<file path="src/rtl/song_pkg.sv">
// ============================================================================
// song_pkg : shared types, field widths and pitch period table for the sequencer
// Rev 1.0
// ============================================================================
`default_nettype none

package song_pkg;

  localparam int PITCH_W = 4;
  localparam int DUR_W   = 3;

  typedef struct packed {
    logic [PITCH_W-1:0] pitch;
    logic [DUR_W-1:0]   dur;
  } rom_entry_t;

  typedef enum logic [2:0] {
    S_IDLE  = 3'd0,
    S_LOAD  = 3'd1,
    S_HOLD  = 3'd2,
    S_PAUSE = 3'd3,
    S_DONE  = 3'd4
  } state_t;

  // Tone period in 50 MHz clk cycles; pitch 0 is a rest and yields 0.
  function automatic logic [31:0] pitch_period(input logic [PITCH_W-1:0] pitch);
    logic [31:0] p;
    case (pitch)
      4'd1:    p = 32'd191110;  // C4
      4'd2:    p = 32'd170265;  // D4
      4'd3:    p = 32'd151685;  // E4
      4'd4:    p = 32'd143172;  // F4
      4'd5:    p = 32'd127551;  // G4
      4'd6:    p = 32'd113636;  // A4
      4'd7:    p = 32'd101238;  // B4
      4'd8:    p = 32'd95556;   // C5
      4'd9:    p = 32'd85131;   // D5
      4'd10:   p = 32'd75843;   // E5
      4'd11:   p = 32'd71586;   // F5
      4'd12:   p = 32'd63776;   // G5
      4'd13:   p = 32'd56818;   // A5
      4'd14:   p = 32'd50619;   // B5
      4'd15:   p = 32'd47778;   // C6
      default: p = 32'd0;
    endcase
    return p;
  endfunction

endpackage

`default_nettype wire

</file>
<file path="src/rtl/song_rom.sv">
// ============================================================================
// song_rom : melody ROM of {pitch, dur} entries, registered read (1-cycle latency)
// Rev 1.0
// ============================================================================
`default_nettype none

module song_rom
  import song_pkg::*;
#(
  parameter int unsigned ADDR_W = 5
) (
  input  logic              clk,
  input  logic [ADDR_W-1:0] addr,
  output rom_entry_t        q
);

  function automatic rom_entry_t ent(input int p, input int d);
    return '{pitch: PITCH_W'(p), dur: DUR_W'(d)};
  endfunction

  function automatic rom_entry_t melody(input logic [ADDR_W-1:0] a);
    rom_entry_t e;
    case (32'(a))
      0:  e = ent(6, 0);   1:  e = ent(0, 1);   2:  e = ent(8, 2);   3:  e = ent(1, 0);
      4:  e = ent(1, 0);   5:  e = ent(1, 0);   6:  e = ent(5, 0);   7:  e = ent(5, 0);
      8:  e = ent(6, 0);   9:  e = ent(6, 0);   10: e = ent(5, 1);   11: e = ent(4, 0);
      12: e = ent(4, 0);   13: e = ent(3, 0);   14: e = ent(3, 0);   15: e = ent(2, 0);
      16: e = ent(2, 0);   17: e = ent(1, 1);   18: e = ent(0, 0);   19: e = ent(5, 0);
      20: e = ent(5, 0);   21: e = ent(4, 0);   22: e = ent(4, 0);   23: e = ent(3, 0);
      24: e = ent(3, 0);   25: e = ent(2, 1);   26: e = ent(8, 0);   27: e = ent(7, 0);
      28: e = ent(6, 0);   29: e = ent(5, 0);   30: e = ent(1, 3);   31: e = ent(0, 1);
      default: e = ent(0, 0);
    endcase
    return e;
  endfunction

  always_ff @(posedge clk) begin
    q <= melody(addr);
  end

endmodule

`default_nettype wire

</file>
<file path="src/rtl/song_sequencer.sv">
// ============================================================================
// song_sequencer : steps the melody ROM and drives cnt_acc/rest for the tone generator.
// Optional ARTIC_GAP_EN: silence the last GAP_CYC cycles of each note (staccato).
// Rev 1.0
// ============================================================================
`default_nettype none

module song_sequencer
  import song_pkg::*;
#(
  parameter int unsigned TICK_CNT = 12500000,
  parameter int unsigned SONG_LEN = 32,
  parameter int unsigned ADDR_W   = 5,
  parameter int unsigned GAP_CYC  = 1250000
) (
  input  logic              clk,
  input  logic              rst,
  input  logic              play,
  input  logic              loop_en,
  output logic [31:0]       cnt_acc,
  output logic              rest,
  output logic              note_start,
  output logic              song_done,
  output logic [ADDR_W-1:0] addr
);

  localparam int TICK_W = (TICK_CNT > 1) ? $clog2(TICK_CNT) : 1;
  localparam logic [TICK_W-1:0] TICK_LAST = TICK_W'(TICK_CNT - 1);
  localparam logic [TICK_W-1:0] GAP_START = TICK_W'(TICK_CNT - GAP_CYC);
  localparam logic [ADDR_W-1:0] ADDR_LAST = ADDR_W'(SONG_LEN - 1);

  state_t             state;
  logic [TICK_W-1:0]  tick_cnt;
  logic [DUR_W-1:0]   dur_cnt;
  logic [31:0]        note_per;
  logic               note_rest;
  rom_entry_t         rom_q;
  logic [ADDR_W-1:0]  addr_nxt;
  logic               tick_hit;
  logic               last_entry;
  logic               note_end;
  logic [31:0]        load_per;
  logic               load_rest;

  function automatic logic in_gap(input logic [DUR_W-1:0] d, input logic [TICK_W-1:0] t);
    return (d == '0) && (t >= GAP_START);
  endfunction

  assign tick_hit   = (tick_cnt == TICK_LAST);
  assign last_entry = (addr == ADDR_LAST);
  assign note_end   = (state == S_HOLD) && play && tick_hit && (dur_cnt == '0);
  assign load_per   = pitch_period(rom_q.pitch);
  assign load_rest  = (rom_q.pitch == '0);

  // The ROM is fed the address being registered this edge so its output is valid in LOAD.
  always_comb begin
    addr_nxt = addr;
    if (note_end) begin
      if (!last_entry)  addr_nxt = addr + ADDR_W'(1);
      else if (loop_en) addr_nxt = '0;
    end else if (state == S_DONE && !play) begin
      addr_nxt = '0;
    end
  end

  song_rom #(.ADDR_W(ADDR_W)) u_rom (
    .clk  (clk),
    .addr (addr_nxt),
    .q    (rom_q)
  );

  always_ff @(posedge clk) begin
    if (rst) begin
      state      <= S_IDLE;
      addr       <= '0;
      cnt_acc    <= '0;
      rest       <= 1'b1;
      note_start <= 1'b0;
      song_done  <= 1'b0;
      tick_cnt   <= '0;
      dur_cnt    <= '0;
      note_per   <= '0;
      note_rest  <= 1'b1;
    end else begin
      note_start <= 1'b0;
      song_done  <= 1'b0;
      addr       <= addr_nxt;
      case (state)
        S_IDLE: begin
          cnt_acc <= '0;
          rest    <= 1'b1;
          if (play) state <= S_LOAD;
        end
        S_LOAD: begin
          tick_cnt  <= '0;
          dur_cnt   <= rom_q.dur;
          note_per  <= load_per;
          note_rest <= load_rest;
          if (play) begin
            state      <= S_HOLD;
            cnt_acc    <= load_per;
            rest       <= load_rest;
            note_start <= 1'b1;
          end else begin
            state <= S_PAUSE;
          end
        end
        S_HOLD: begin
          if (!play) begin
            // A pending tick is kept so it fires on resume.
            state   <= S_PAUSE;
            cnt_acc <= '0;
            rest    <= 1'b1;
            if (!tick_hit) tick_cnt <= tick_cnt + TICK_W'(1);
          end else if (tick_hit) begin
            tick_cnt <= '0;
            if (dur_cnt != '0) begin
              dur_cnt <= dur_cnt - DUR_W'(1);
            end else begin
              cnt_acc <= '0;
              rest    <= 1'b1;
              if (!last_entry || loop_en) begin
                state <= S_LOAD;
              end else begin
                state     <= S_DONE;
                song_done <= 1'b1;
              end
            end
          end else begin
            tick_cnt <= tick_cnt + TICK_W'(1);
`ifdef ARTIC_GAP_EN
            if (in_gap(dur_cnt, tick_cnt + TICK_W'(1))) begin
              cnt_acc <= '0;
              rest    <= 1'b1;
            end
`endif
          end
        end
        S_PAUSE: begin
          cnt_acc <= '0;
          rest    <= 1'b1;
          if (play) begin
            state   <= S_HOLD;
            cnt_acc <= note_per;
            rest    <= note_rest;
`ifdef ARTIC_GAP_EN
            if (in_gap(dur_cnt, tick_cnt)) begin
              cnt_acc <= '0;
              rest    <= 1'b1;
            end
`endif
          end
        end
        S_DONE: begin
          cnt_acc <= '0;
          rest    <= 1'b1;
          if (!play) state <= S_IDLE;
        end
        default: state <= S_IDLE;
      endcase
    end
  end

endmodule

`default_nettype wire

</file>
<file path="config.mk">
export PLATFORM = sky130hd
export DESIGN_NAME = song_sequencer
export DESIGN_NICKNAME = d
export VERILOG_FILES = /design/src/rtl/song_pkg.sv /design/src/rtl/song_rom.sv /design/src/rtl/song_sequencer.sv
export SDC_FILE = /design/constraint.sdc
export NUM_CORES = 1
export LEC_CHECK = 0
export CAP_MARGIN = 0
export CORE_MARGIN = 3
export CORE_UTILIZATION = 25
export DETAILED_ROUTE_END_ITERATION = 6
export RECOVER_POWER = 50
export SLEW_MARGIN = 20
export SYNTH_ARGS = -nofsm -noshare
export SYNTH_HDL_FRONTEND = slang
export SYNTH_SLANG_ARGS = --single-unit
</file>
<file path="constraint.sdc">
create_clock -name clk -period 3.4 [get_ports clk]
set_input_delay 0.34 -clock clk [delete_from_list [all_inputs] [get_ports clk]]
set_output_delay 0.34 -clock clk [all_outputs]
set_load 0.05 [all_outputs]
</file>
==> metrics.log, run 1 <==
INFO  metric worst-endpoint-required = 3.62 ns
INFO  metric yosys.cell_types.count = 59
INFO  metric syn_area = 0.00442 sq mm
INFO  metric fp.dieH = 139 microns
INFO  metric floorplan.io_pins = 44
INFO  metric clk-insertion-delay-late = 0.35 ns
INFO  metric cts-htree-levels = 3
INFO  metric drt_first_iter_violations = 305
INFO  metric antenna_cells = 0
INFO  metric overflow = 0
INFO  metric ctsRootBufferMaster = clkbuf_16
INFO  metric outcome = finished, final reports clean
INFO  metric worst-path-max-fanout = 7
INFO  metric timing_hold_violations_final = 0
INFO  metric placement.setup.worst_slack = 0.356 ns
INFO  metric sequential_cell_area = 0.00162 sq mm
INFO  metric drt_pass1_iterations = 4
INFO  metric nets = 594
INFO  metric max_slew.worst_pin.slew = 0.871 ns
INFO  metric cts.sinks = 81
INFO  metric route.detailed.drc = 0
INFO  metric final_layout_size_suffix_gt1_share = 6.64%
INFO  metric powerDensity = 449 mW/mm^2
INFO  metric grt.total_usage = 10.3%
INFO  metric postLayoutSetupSlackWorst = 0.388 ns
INFO  metric total_leakage_power = 1.99 nW
INFO  metric non_filler_cells_in_the_finished_layout = 792
INFO  metric number_of_buffers_added_for_setup_after_cts = 0
INFO  metric grt_antenna_before_repair = 0
INFO  metric ff2ff_setup_slack = 0.39 ns
INFO  metric holdWs = 0.454 ns
INFO  metric clock_transition_time_at_the_flip_flop_clock_pins_of_the_worst_setup_and_hold_paths = 0.06 ns
INFO  metric antenna_left = 0
INFO  metric finish.utilization = 30.4%
INFO  metric placed_area = 0.00487 sq mm
INFO  metric maxSlewViolCount = 0
INFO  metric cts_hold_buffers = 0
INFO  metric area_delta_synth_final = 16.6%
INFO  metric rsz0062_at_grt = no
INFO  metric netlist_top_cells_count = nor2_1, dfxtp_1, nand2_1
INFO  metric timing.critical_path.from_type = flip-flop
INFO  metric multiInputGateArea = 0.00254 sq mm
INFO  metric detailroute.via_count = 3704
INFO  metric peak_ir_drop_on_the_vdd_network = 0.203 mV
INFO  metric yosys_warnings = 0
INFO  metric arrival = 3.23 ns
INFO  metric yosysMostFrequentCell = nor2_1
INFO  metric post_synth.cell_area_avg = 8.03 sq um
INFO  metric syn-instance-count = 550
INFO  metric ys_seq_area_share = 36.7%
INFO  metric finalWeightedCongestion = 0.800
INFO  metric rows = 47
INFO  metric ys_async_sr_fraction = 0%
INFO  metric first_global_vias = 3345
INFO  metric wl_per_cell = 12.4 microns
INFO  metric tritoncts = done
INFO  metric synth.top_cell.area_share = 36.7%
INFO  metric cts-root-to-sink-buffers = 2
INFO  metric design_area = 0.00515 sq mm
INFO  metric setup_viol = 0
INFO  metric synth_area_leaders = dfxtp_1, nor2_1, ha_1
INFO  metric grt_start_max_net_pins = 53
INFO  metric coreArea = 0.0169 sq mm
INFO  metric numCtsBuffers = 9
INFO  metric routed_wl = 9810 microns
INFO  metric period_minus_slack = 3.01 ns
INFO  metric post-synth-top-area-cell = dfxtp_1
INFO  metric synth_edf_count = 0
INFO  metric dpl.hpwl = 6660 microns
INFO  metric layout.filler_cells = 1824
INFO  metric clock_skew = 0.00803 ns
INFO  metric crit_type = reg2reg
INFO  metric vias_per_cell = 4.68
INFO  metric timing.final.crit_share = 88.6%
INFO  metric postSynthRegisterBits = 81
INFO  metric die-area = 0.0193 sq mm
INFO  metric report.power.total = 2.31 mW
INFO  metric fmax = 332 MHz
INFO  metric max_slew_headroom = 41.7%
INFO  metric port_buffers = 29
INFO  metric timing.hold.worst.class = reg2reg
INFO  metric grt_pass1_wl = 16700 microns
INFO  metric drv_cap = 0
INFO  metric dp_cells = 776
INFO  metric die_width = 139 microns
INFO  metric initial_utilization = 26.1%
INFO  metric worstSetupEndpointType = flip-flop
INFO  metric postSynth.topFlopCell = dfxtp_1
INFO  metric finalSetupTns = 0 ns
INFO  metric post_cts_resized = 0
-- kinds of logic (layout without fill, tap and decap cells) --
group	after synthesis	count (layout)	share of synthesized area, %
AO/OA/AOI/OAI	120	120	17.7
XOR/XNOR	24	24	4.93
adder cells (fa/ha/maj)	23	23	6.51
buffers and inverters	62	71	6.85
flip-flops	81	81	36.7
multiplexers	11	11	2.92
other	1	14	0.0849
AND/OR/NAND/NOR	228	228	24.3
-- final cells by class --
class | count | share of cell area [%]
clock buffers | 11 | 4.91
clock inverters | 5 | 0.704
inverters | 17 | 1.24
multi-input cells | 420 | 49.2
flip-flops and latches | 81 | 31.5
well taps | 220 | 5.34
repair buffers | 38 | 7.09
-- state kept, by name, summed over array words and instances, names as in the netlist --
register	cells
addr	5
note_rest	1
cnt_acc	18
u_rom.q	6
tick_cnt	24
rest	1
dur_cnt	3
state	3
note_start	1
note_per	18
song_done	1
-- worst max-delay path, cell delays in order, from the launching register on --
cell	delay (ns)
dfxtp_1	0.33
or4_1	0.54
nor3_1	0.35
nand4_1	0.25
a31oi_1	0.58
inv_1	0.21
ha_1	0.27
and3_1	0.15
a21oi_1	0.12
a22oi_1	0.10
-- path summary, 6_finish.rpt --
path / cells past startpoint / from / endpoint
setup / recovery: 9 / tick_cnt[7] / u_rom.q[4]
hold reg to reg: 1 / note_rest / note_rest
hold / removal: 1 / note_rest / note_rest
setup reg to reg: 9 / tick_cnt[7] / u_rom.q[4]
-- cell usage in the layout, fill, tap and decap left out, types with 2 or more instances in the layout --
cell,Yosys,final
clkdlybuf4s50_1,0,2
o21ai_0,11,11
a31o_2,2,2
clkbuf_16,0,9
or3_1,3,3
nand3b_1,3,3
clkbuf_8,0,2
ha_1,23,23
dfxtp_1,81,81
a31oi_1,7,7
and3_1,7,7
dlygate4sd3_1,0,26
nand3_1,9,9
o22ai_1,2,2
inv_6,0,2
clkinv_2,0,2
buf_4,16,8
xor2_1,4,4
a22oi_1,9,9
xnor2_1,19,19
a211oi_1,31,31
nand2b_1,9,9
or4_1,1,2
nand4bb_1,2,2
o211ai_1,3,3
nand2_1,44,44
nor3b_1,3,3
nor3_1,16,16
nand4_1,8,8
nand4b_1,2,2
conb_1,1,14
inv_1,17,17
mux2i_1,8,8
nor2_1,101,101
a21oi_1,41,41
or2_2,4,4
nor2b_1,9,9
-- routing by layer --
layer	global-route usage [%]	vias up	routed length, microns
li1	-	1934	-
met1	14.8	1690	5120
met2	14.4	65	3980
met3	3.24	15	536
met4	3.71	0	176
met5	0	-	0
-- where the power goes --
group	switching [mW]	internal, mW
clock network	0.406	0.538
registers	0.0277	0.998
logic	0.242	0.0988
Power figures use the tool's default switching activity.
==> run 2, diff against run 1 <==
--- a/config.mk
+++ b/config.mk
@@ -5,7 +5,6 @@
 export SDC_FILE = /design/constraint.sdc
 export NUM_CORES = 1
 export LEC_CHECK = 0
-export CAP_MARGIN = 0
 export CORE_MARGIN = 3
 export CORE_UTILIZATION = 25
 export DETAILED_ROUTE_END_ITERATION = 6
==> results of run 2 <==
Final layout, timing and power as in run 1 (identical DEF).
==> run 3, diff against run 2 <==
--- a/config.mk
+++ b/config.mk
@@ -5,9 +5,11 @@
 export SDC_FILE = /design/constraint.sdc
 export NUM_CORES = 1
 export LEC_CHECK = 0
+export ABC_CLOCK_PERIOD_IN_PS = 3400
 export CORE_MARGIN = 3
 export CORE_UTILIZATION = 25
 export DETAILED_ROUTE_END_ITERATION = 6
+export PLACE_DENSITY = 0.51
 export RECOVER_POWER = 50
 export SLEW_MARGIN = 20
 export SYNTH_ARGS = -nofsm -noshare
==> run 3 against run 2 <==
Compared with the run above: cell count decreased by 0.13%; sequential power about the same; count of clock-buffer cells in the layout decreased by 2; design area increased by 0.29%; wire length increased by 1.9%; utilization increased by 0.089 points; flip-flop and latch count unchanged; power increased by 4.5%; worst hold slack improved by 0.00060 ns; largest cell class unchanged; critical path type unchanged.
==> metrics.log, run 3 (synthesis gave the netlist of run 1 again) <==
INFO  metric outcome = finished, final reports clean (unchanged)
INFO  metric rsz0062_at_grt = no (unchanged)
INFO  metric die-area = 0.0193 sq mm (unchanged)
INFO  metric cp.buffers_inverters = 1 (unchanged)
INFO  metric detailroute.via_count = 3764 (was 3704)
INFO  metric dpl.hpwl = 7180 microns (was 6660 microns)
INFO  metric cts-root-to-sink-buffers = 2 (unchanged)
INFO  metric power_switching = 0.678 mW (was 0.676 mW)
INFO  metric worst-endpoint-required = 3.62 ns (about the same)
INFO  metric max_slew.worst_pin.slew = 0.862 ns (was 0.871 ns)
INFO  metric worst-path-max-fanout = 4 (was 7)
INFO  metric crit_path_max_incr_delay = 0.56 ns (was 0.58 ns)
INFO  metric timing.critical_path.from_type = flip-flop (unchanged)
INFO  metric drt_pass1_iterations = 5 (was 4)
INFO  metric placement.setup.worst_slack = 0.340 ns (was 0.356 ns)
INFO  metric antenna_cells = 0 (unchanged)
INFO  metric clock_skew = 0.00748 ns (was 0.00803 ns)
INFO  metric finish.utilization = 30.5% (was 30.4%)
INFO  metric max_slew_headroom = 42.3% (was 41.7%)
INFO  metric largest_registers = tick_cnt: 24 flops, cnt_acc: 18 flops, note_per: 18 flops (unchanged)
INFO  metric setup_viol = 0 (unchanged)
INFO  metric period_minus_slack = 3.01 ns (about the same)
INFO  metric holdWs = 0.455 ns (was 0.454 ns)
INFO  metric initial_utilization = 26.1% (unchanged)
INFO  metric cts-htree-levels = 3 (unchanged)
INFO  metric wl_per_cell = 12.6 microns (was 12.4 microns)
INFO  metric vias_per_cell = 4.76 (was 4.68)
INFO  metric power.share.switching = 28.1% (was 29.2%)
INFO  metric path_delay_family = simple AND/OR/NAND/NOR gates (unchanged)
INFO  metric antenna_left = 0 (unchanged)
INFO  metric clock_transition_time_at_the_flip_flop_clock_pins_of_the_worst_setup_and_hold_paths = 0.07 ns (was 0.06 ns)
INFO  metric power.sequential.fraction = 42.5% (was 44.4%)
INFO  metric layout_common_cells = nor2_1, dfxtp_1, nand2_1 (unchanged)
INFO  metric grt_pass1_wl = 16900 microns (was 16700 microns)
INFO  metric floorplan.io_pins = 44 (unchanged)
INFO  metric fmax = 332 MHz (about the same)
INFO  metric grt_antenna_before_repair = 0 (unchanged)
INFO  metric powerDensity = 467 mW/mm^2 (was 449 mW/mm^2)
INFO  metric number_of_buffers_added_for_setup_after_cts = 0 (unchanged)
INFO  metric critical_path_cell_by_cell = or4_1 -> nor3_1 -> nand4_1 -> mux2_2 -> a22oi_1 -> inv_1 -> ha_1 -> and3_1 -> a21oi_1 -> a22oi_1 (was or4_1 -> nor3_1 -> nand4_1 -> a31oi_1 -> inv_1 -> ha_1 -> and3_1 -> a21oi_1 -> a22oi_1)
INFO  metric postLayoutSetupSlackWorst = 0.389 ns (was 0.388 ns)
INFO  metric layout.cells.most_common = nor2_1 (unchanged)
INFO  metric route.detailed.drc = 0 (unchanged)
INFO  metric ctsRootBufferMaster = clkbuf_16 (unchanged)
INFO  metric timing_hold_violations_final = 0 (unchanged)
INFO  metric die_width = 139 microns (unchanged)
INFO  metric worstSetupEndpointType = flip-flop (unchanged)
INFO  metric cell_internal_pwr = 1.74 mW (was 1.63 mW)
INFO  metric grt_start_max_net_pins = 53 (unchanged)
INFO  metric rows = 47 (unchanged)
INFO  metric crit_type = reg2reg (unchanged)
INFO  metric report.power.total = 2.42 mW (was 2.31 mW)
INFO  metric first_global_vias = 3490 (was 3345)
INFO  metric total_leakage_power = 2.00 nW (was 1.99 nW)
INFO  metric routed_wl = 10000 microns (was 9810 microns)
INFO  metric numCtsBuffers = 9 (unchanged)
INFO  metric tritoncts = done (unchanged)
INFO  metric power.share.combinational = 13.9% (was 14.8%)
INFO  metric clk-insertion-delay-late = 0.34 ns (was 0.35 ns)
INFO  metric nets = 594 (unchanged)
INFO  metric overflow = 0 (unchanged)
INFO  metric port_buffers = 29 (unchanged)
INFO  metric coreArea = 0.0169 sq mm (unchanged)
INFO  metric drv_cap = 0 (unchanged)
INFO  metric largest_reg_flops = 24 (unchanged)
INFO  metric drt_first_iter_violations = 259 (was 305)
INFO  metric final_layout_size_suffix_gt1_share = 6.48% (was 6.64%)
INFO  metric timing.final.crit_share = 88.6% (about the same)
INFO  metric cts.sinks = 81 (unchanged)
INFO  metric timing.critical_path.slowest_stage_cell = or4_1 (was a31oi_1)
INFO  metric finalSetupTns = 0 ns (unchanged)
INFO  metric cts_hold_buffers = 0 (unchanged)
INFO  metric timing.hold.worst.class = reg2reg (unchanged)
INFO  metric grt.total_usage = 10.4% (was 10.3%)
INFO  metric arrival = 3.23 ns (about the same)
INFO  metric post_cts_resized = 0 (unchanged)
INFO  metric registers.top_by_ff_count = tick_cnt (unchanged)
INFO  metric maxSlewViolCount = 0 (unchanged)
INFO  metric area_delta_synth_final = 16.9% (was 16.6%)
INFO  metric finalWeightedCongestion = 0.767 (was 0.800)
INFO  metric fp.dieH = 139 microns (unchanged)
INFO  metric crit_top_cell = a22oi_1
INFO  metric clock_power_share = 43.6% (was 40.9%)
INFO  metric peak_ir_drop_on_the_vdd_network = 0.296 mV (was 0.203 mV)
run 3: metrics by stage:
step / instances / instance area, sq um
5_1_grt: 791 / 5170
4_1_cts: 791 / 5170
2_1_floorplan: 563 / 4470
6_report: 791 / 5170
3_3_place_gp: 776 / 4860
3_5_place_dp: 776 / 4860
run 3: power groups by stage:
stage / combinational (mW) / clock [mW] / sequential [mW]
after floorplan: 0.202 / 0 / 1.12
after CTS: 0.348 / 1.08 / 1.03
after global routing: 0.368 / 1.12 / 1.03
after global placement: 0.345 / 0 / 1.05
final: 0.337 / 1.05 / 1.03
after detailed placement: 0.347 / 0 / 1.05
run 3: worst paths after layout:
| check | startpoint | slack [ns] | depth (start not counted) | endpoint |
|---|---|---|---|---|
| max reg2reg | tick_cnt[7] | 0.39 | 10 | u_rom.q[4] |
| min | note_per[9] | 0.45 | 2 | note_per[9] |
| min reg2reg | note_per[9] | 0.45 | 2 | note_per[9] |
| max | tick_cnt[7] | 0.39 | 10 | u_rom.q[4] |
run 3: worst register-to-register path, cell delays in order (launching register included):
cell	delay, ns
dfxtp_1	0.33
or4_1	0.56
nor3_1	0.35
nand4_1	0.26
mux2_2	0.33
a22oi_1	0.33
inv_1	0.16
ha_1	0.23
and3_1	0.15
a21oi_1	0.11
a22oi_1	0.09
run 3: cell type report:
class	count	area, sq um
sequential	81	1620
inverter	17	63.8
multi-input combinational	420	2540
tap	220	275
timing repair buffer	38	353
clock inverter	6	91.3
fill	1819	11800
clock buffer	9	225
run 3: per-layer routing:
metal / vias to the layer above / GRT usage (%) / wire length [microns]
met1: 1760 / 14.6 / 5050
met3: 11 / 2.10 / 334
li1: 1925 / - / -
met5: - / 0 / 0
met4: 0 / 3.91 / 90
met2: 68 / 15.7 / 4520
